### config.mk
export PLATFORM = sky130hd
export DESIGN_NAME = key_search_ctrl_flat
export DESIGN_NICKNAME = d
export VERILOG_FILES = /design/src/rtl/key_search_ctrl_if.sv /design/src/rtl/key_search_ctrl.sv /design/src/flat_wrapper.sv
export SDC_FILE = /design/constraint.sdc
export NUM_CORES = 1
export LEC_CHECK = 0
export ABC_AREA = 1
export CAP_MARGIN = 10
export CORE_ASPECT_RATIO = 1.2
export CORE_MARGIN = 3
export CORE_UTILIZATION = 50
export CTS_BUF_LIST = sky130_fd_sc_hd__clkbuf_4 sky130_fd_sc_hd__clkbuf_8
export DETAILED_ROUTE_END_ITERATION = 8
export GPL_TIMING_DRIVEN = 0
export HOLD_SLACK_MARGIN = 0.05
export PLACE_DENSITY = 0.77
export SETUP_SLACK_MARGIN = 0.02
export SLEW_MARGIN = 20
export SYNTH_ARGS = -nofsm -noshare
export SYNTH_HDL_FRONTEND = slang
export SYNTH_SLANG_ARGS = --single-unit
### constraint.sdc
create_clock -name clk -period 1.4 [get_ports clk]
set_input_delay 0.21 -clock clk [delete_from_list [all_inputs] [get_ports clk]]
set_output_delay 0.21 -clock clk [all_outputs]
set_load 0.005 [all_outputs]
### src/rtl/key_search_ctrl_if.sv
// Controller-side bus to the arcfour core and its decrypted-message RAM.
// Used by key_search_ctrl (master) and by the core/RAM side (slave).
interface key_search_ctrl_if #(
    parameter int KEY_W = 24,
    parameter int AW    = 5
);
    // start_sig rises with key stable and holds high until arcfour_finished is seen high
    // after having been seen low; mAddr is held while mOut settles RD_LAT cycles later.
    logic [KEY_W-1:0] key;
    logic             start_sig;
    logic             arcfour_finished;
    logic [AW-1:0]    mAddr;
    logic [7:0]       mOut;

    modport master (
        output key, start_sig, mAddr,
        input  arcfour_finished, mOut
    );

    modport slave (
        input  key, start_sig, mAddr,
        output arcfour_finished, mOut
    );
endinterface

### src/rtl/key_search_ctrl.sv
// Brute-force key search around the arcfour core: launch, wait, scan plaintext, step key.
// Define KSC_TAPS_EN to expose stateTap, idxTap and the keysTried run counter.
module key_search_ctrl #(
    parameter int               KEY_W   = 24,
    parameter logic [KEY_W-1:0] KEY_MIN = KEY_W'(24'h000000),
    parameter logic [KEY_W-1:0] KEY_MAX = KEY_W'(24'h3FFFFF),
    parameter int               MSG_LEN = 32,
    parameter int               RD_LAT  = 1
) (
    input  logic                  clk,
    input  logic                  reset,
    input  logic                  go,
    key_search_ctrl_if.master     arc,
    output logic                  busy,
    output logic                  found,
    output logic                  exhausted
`ifdef KSC_TAPS_EN
    ,
    output logic [3:0]                 stateTap,
    output logic [$clog2(MSG_LEN)-1:0] idxTap,
    output logic [KEY_W-1:0]           keysTried
`endif
);
    localparam int             AW       = $clog2(MSG_LEN);
    localparam logic [AW-1:0]  IDX_LAST = AW'(MSG_LEN - 1);
    localparam logic [1:0]     LAT_LAST = 2'(RD_LAT - 1);

    typedef enum logic [3:0] {
        IDLE     = 4'd0,
        LAUNCH   = 4'd1,
        WAIT_ARC = 4'd2,
        RD_ISSUE = 4'd3,
        RD_WAIT  = 4'd4,
        CHECK    = 4'd5,
        NEXT_KEY = 4'd6,
        FOUND    = 4'd7,
        FAIL     = 4'd8
    } stateT;

    stateT         state;
    logic [AW-1:0] idx;
    logic [1:0]    latCnt;
    logic          seenLow;
    logic          goQ;
    logic          goRise;
    logic          byteOk;
    logic [1:0]    rstSync;
    logic          rstN;

    // Reset asserts immediately and releases two clocks later, in step with clk.
    always_ff @(posedge clk or negedge reset) begin
        if (!reset) rstSync <= 2'b00;
        else        rstSync <= {rstSync[0], 1'b1};
    end
    assign rstN = rstSync[1];

    assign goRise = go & ~goQ;
    assign byteOk = ((arc.mOut >= 8'h61) && (arc.mOut <= 8'h7A)) || (arc.mOut == 8'h20);

    always_ff @(posedge clk or negedge rstN) begin
        if (!rstN) begin
            state         <= IDLE;
            arc.key       <= KEY_MIN;
            arc.start_sig <= 1'b0;
            arc.mAddr     <= '0;
            busy          <= 1'b0;
            found         <= 1'b0;
            exhausted     <= 1'b0;
            idx           <= '0;
            latCnt        <= 2'd0;
            seenLow       <= 1'b0;
            goQ           <= 1'b0;
`ifdef KSC_TAPS_EN
            keysTried     <= '0;
`endif
        end else begin
            goQ <= go;
            case (state)
                IDLE, FOUND, FAIL: begin
                    if (goRise) begin
                        arc.key   <= KEY_MIN;
                        found     <= 1'b0;
                        exhausted <= 1'b0;
                        busy      <= 1'b1;
                        state     <= LAUNCH;
`ifdef KSC_TAPS_EN
                        keysTried <= '0;
`endif
                    end
                end
                LAUNCH: begin
                    arc.start_sig <= 1'b1;
                    seenLow       <= 1'b0;
                    state         <= WAIT_ARC;
                end
                // A finished level left over from the previous run is ignored until it drops.
                WAIT_ARC: begin
                    if (!arc.arcfour_finished) begin
                        seenLow <= 1'b1;
                    end else if (seenLow) begin
                        arc.start_sig <= 1'b0;
                        idx           <= '0;
                        state         <= RD_ISSUE;
`ifdef KSC_TAPS_EN
                        keysTried     <= keysTried + KEY_W'(1);
`endif
                    end
                end
                RD_ISSUE: begin
                    arc.mAddr <= idx;
                    latCnt    <= 2'd0;
                    state     <= RD_WAIT;
                end
                RD_WAIT: begin
                    if (latCnt == LAT_LAST) state <= CHECK;
                    else                    latCnt <= latCnt + 2'd1;
                end
                CHECK: begin
                    if (!byteOk) begin
                        state <= NEXT_KEY;
                    end else if (idx == IDX_LAST) begin
                        found <= 1'b1;
                        busy  <= 1'b0;
                        state <= FOUND;
                    end else begin
                        idx   <= idx + AW'(1);
                        state <= RD_ISSUE;
                    end
                end
                NEXT_KEY: begin
                    if (arc.key == KEY_MAX) begin
                        exhausted <= 1'b1;
                        busy      <= 1'b0;
                        state     <= FAIL;
                    end else begin
                        arc.key <= arc.key + KEY_W'(1);
                        state   <= LAUNCH;
                    end
                end
                default: state <= IDLE;
            endcase
        end
    end

`ifdef KSC_TAPS_EN
    assign stateTap = state;
    assign idxTap   = idx;
`endif
endmodule

### src/flat_wrapper.sv
// flat-port wrapper written by rule: the top's interface ports become plain ports
module key_search_ctrl_flat 
#(
    parameter int               KEY_W   = 24,
    parameter logic [KEY_W-1:0] KEY_MIN = KEY_W'(24'h000000),
    parameter logic [KEY_W-1:0] KEY_MAX = KEY_W'(24'h3FFFFF),
    parameter int               MSG_LEN = 32,
    parameter int               RD_LAT  = 1
)
  (clk, reset, go, busy, found, exhausted, arc_key, arc_start_sig, arc_mAddr, arc_arcfour_finished, arc_mOut);
  key_search_ctrl_if #(.KEY_W(KEY_W), .AW((5))) arc_i ();
  input  logic clk;
  input  logic reset;
  input  logic go;
  output logic busy;
  output logic found;
  output logic exhausted;
  output wire logic [$bits(arc_i.key)-1:0] arc_key;
  output wire logic [$bits(arc_i.start_sig)-1:0] arc_start_sig;
  output wire logic [$bits(arc_i.mAddr)-1:0] arc_mAddr;
  input wire logic [$bits(arc_i.arcfour_finished)-1:0] arc_arcfour_finished;
  input wire logic [$bits(arc_i.mOut)-1:0] arc_mOut;
  assign arc_key = arc_i.key;
  assign arc_start_sig = arc_i.start_sig;
  assign arc_mAddr = arc_i.mAddr;
  assign arc_i.arcfour_finished = arc_arcfour_finished;
  assign arc_i.mOut = arc_mOut;
  key_search_ctrl #(.KEY_W(KEY_W), .KEY_MIN(KEY_MIN), .KEY_MAX(KEY_MAX), .MSG_LEN(MSG_LEN), .RD_LAT(RD_LAT)) u_core (.clk(clk), .reset(reset), .go(go), .arc(arc_i), .busy(busy), .found(found), .exhausted(exhausted));
endmodule
==> flow_metrics.py <==
metrics = {
    "status": {
        "status": "finished, violations left",
        "violations": "setup timing",
    },
    "drt": {
        "wl_per_cell_um": 18.2,
        "route.detailed.drc": 0,
        "vias_per_cell": 6.00,
        "dr.pass1.iters": 7,
        "wirelength_mm": 10.4,
        "drt_first_iter_violations": 371,
        "via_count": 3431,
        "detail-route-antenna-nets": 0,
    },
    "die": {
        "num_rows": 29,
        "core_area_mm2": 0.00541,
        "io_pins": 45,
        "initial_core_util_pct": 52.9,
        "dieArea_mm2": 0.00666,
        "dieWidth_um": 75.0,
        "fp.dieH_um": 88.8,
    },
    "sta": {
        "max_freq_mhz": 582,
        "rsz0062_at_grt": "true",
        "tightest_slew_ps": 629,
        "final-setup-viol-count": 37,
        "final-hold-violation-count": 0,
        "setup_ws_ps": -317,
        "skew_ps": 3.08,
        "maxSlewHeadroom_pct": 58.1,
        "fin_hold_ws_ps": 354,
        "period_needed_ps": 1720,
        "slew_violations": 0,
        "min_period_over_period_pct": 123,
    },
    "clock_network": {
        "cts_tree": "yes",
        "clk_latency_ps": 310,
        "clockRootBuffer": "clkbuf_8",
        "numCtsBuffers": 5,
        "clockBufferDepth": 2,
        "cts_sinks": 48,
        "cts_htree_levels": 2,
        "cts.reportedPaths.clkPinSlew_ps": 90,
    },
    "power": {
        "peakVddDrop_v": 0.000875,
        "clkPwrFrac_pct": 15.0,
        "power_frac_comb_pct": 55.5,
        "power_frac_seq_pct": 29.5,
        "p_int_w": 0.00345,
        "p_switching_w": 0.00260,
        "p_per_area_mw_per_mm2": 1380,
        "leakagePower_nw": 2.17,
        "p_total_w": 0.00605,
        "sw_frac_of_total_pct": 43.0,
    },
    "worst_setup_path": {
        "critPathLaunchType": "register",
        "cp.arrival_ps": 1920,
        "endpoint_kind": "register",
        "reg2reg_from": "u_core.arc.key[11]",
        "r2r_end": "u_core.arc.key[13]",
        "r2r_slack_ps": -320,
        "path_max_fanout": 2,
        "r2r_cells": 10,
        "critical_path_class": "register to register",
        "crit_required_ps": 1600,
    },
    "worst_hold_path": {
        "min_path_type": "register to async pin",
    },
    "final_layout": {
        "fillers": 327,
        "syn_to_final_growth_pct": 53.8,
        "antennaDiodeCount": 0,
        "drive_above_1_share_pct": 36.9,
        "final_net_count": 525,
    },
    "logic_synthesis": {
        "ys_ff_latch": 48,
        "yosysWarnings": 0,
        "seq_area_frac_synth_pct": 42.0,
        "synth_edf_count": 0,
        "synthCells": 395,
        "synth_fp_nets": 411,
        "synth_cell_type_count": 30,
        "synth_area_per_cell_um2": 7.23,
        "yosysTopAreaCell": "dfrtp_1",
        "netlist.area_leader.share_pct": 42.0,
        "synth_area_mm2": 0.00286,
        "synth_flop_cell": "dfrtp_1",
        "yosys-top-cells-area": "dfrtp_1 (42%), nand2_1 (17%), nand3_1 (7.2%)",
        "async_flop_share_pct": 100,
    },
    "grt": {
        "grt_pass1_wl_mm": 14.0,
        "grt-ovfl-total": 0,
        "grt_pass1_vias": 2997,
        "grt_antenna_before_repair": 0,
        "gr-usage-all-layers_pct": 28.0,
        "grt_max_degree": 47,
    },
    "placement": {
        "routabilityCongestion": 0.922,
        "hpwl_mm": 5.20,
        "io_buffers": 44,
    },
    "job": {
        "cap_violations": 0,
    },
}
-- area by class of cell --
cell class / instances / area [um2] / share of cell area (%)
flip-flops and latches: 48 / 1220 / 27.8
plain buffers: 4 / 47.5 / 1.08
well taps: 62 / 77.6 / 1.76
clock inverters: 2 / 13.8 / 0.313
multi-input cells: 297 / 1810 / 41.2
clock buffers: 6 / 82.6 / 1.88
inverters: 47 / 180 / 4.10
repair buffers: 106 / 961 / 21.9
-- sequential cells by signal, indices dropped and copies added (netlist names) --
signal,flops
u_core.arc.start_sig,1
u_core.arc.key,24
u_core.seenLow,1
u_core.exhausted,1
u_core.rstSync,2
u_core.found,1
u_core.idx,5
u_core.state,4
u_core.busy,1
u_core.arc.mAddr,5
u_core.latCnt,2
u_core.goQ,1
-- logic make-up after synthesis --
logic type               after synthesis  synth area share, %
AND/OR/NAND/NOR                      237                 37.3
buffers and inverters                 51                 7.62
flip-flops                            48                 42.0
AO/OA/AOI/OAI                         47                 9.02
XOR/XNOR                               7                 2.15
adder cells (fa/ha/maj)                4                 1.75
other                                  1                0.131
-- power groups by stage --
stage / sequential [W] / combinational [W] / clock, W
global route: 0.00181 / 0.00357 / 0.000976
detailed placement: 0.00182 / 0.00179 / 0
finish: 0.00179 / 0.00336 / 0.000907
CTS: 0.00178 / 0.00254 / 0.000907
global placement: 0.00181 / 0.00174 / 0
floorplan: 0.00179 / 0.00123 / 0
-- cell usage in the layout, fill, tap and decap left out, types with 10 or more instances in the layout --
cell type,synthesis,routed
nand2_2,5,23
o21ai_2,2,20
inv_1,43,37
clkdlybuf4s50_1,0,11
nand3_1,41,36
nor2_4,1,10
dlygate4sd2_1,0,27
buf_4,0,50
dfrtp_2,0,13
dfrtp_1,48,34
nor2_1,41,28
nand2_1,126,101
-- critical path, stage by stage, from the launching register on --
cell	delay, ps
dfrtp_1	390
buf_4	130
buf_4	110
nand2_1	80
nor2_2	160
nand2_2	110
nor2_4	140
xor2_1	230
nor2_1	110
nand2_4	80
o21ai_2	50
-- how the worst max path moves through the flow --
stage | startpoint | end | slack [ps] | depth (start not counted)
after floorplan | u_core.arc.key[0] | u_core.arc.key[9] | -220 | 11
after global placement | u_core.arc.key[0] | u_core.arc.key[0] | -430 | 10
after detailed placement | u_core.arc.key[0] | u_core.arc.key[10] | -460 | 10
after CTS | u_core.arc.key[0] | arc_key[0] | -200 | 2
after global routing | u_core.arc.key[15] | u_core.arc.key[15] | -380 | 10
final | u_core.arc.key[11] | u_core.arc.key[13] | -320 | 10
-- metal layers --
metal  track usage (%)  vias to the layer above  part of all wire (%)
met3              6.48                       93                   9.0
li1                  -                     1489                     -
met1              30.5                     1587                    34
met5                 0                        -                     0
met4              14.4                        0                   7.7
met2              49.5                      262                    49
-- synthesized netlist by cell type (4+ instances only) --
cell type,instances
nand2_1,126
dfrtp_1,48
inv_1,43
nand3_1,41
nor2_1,41
o21ai_0,22
o21ai_1,14
nand4_1,8
a21oi_1,6
nand2_2,5
xor2_1,5
ha_1,4
inv_2,4
nand2_4,4
-- timing repair --
action,4_1_cts,5_1_grt
pin swaps,19,14
resized for setup,101,55
endpoints found under the setup margin,68,51
cloned,2,1
endpoints found under the hold margin,0,2
hold buffers,0,1
buffers inserted,37,22
-- per-stage QoR --
step	cells	setup slack [ps]	area, um2	TNS, ps	utilization, %
floorplan	395	-220	2890	-4280	-
global route	572	-377	4400	-10520	81.3
finish	572	-317	4400	-7680	81.3
global placement	501	-426	3410	-12860	63.0
detailed placement	501	-457	3410	-13760	63.0
CTS	548	-202	4030	-5130	74.6
(Power assumes the default switching activity.)
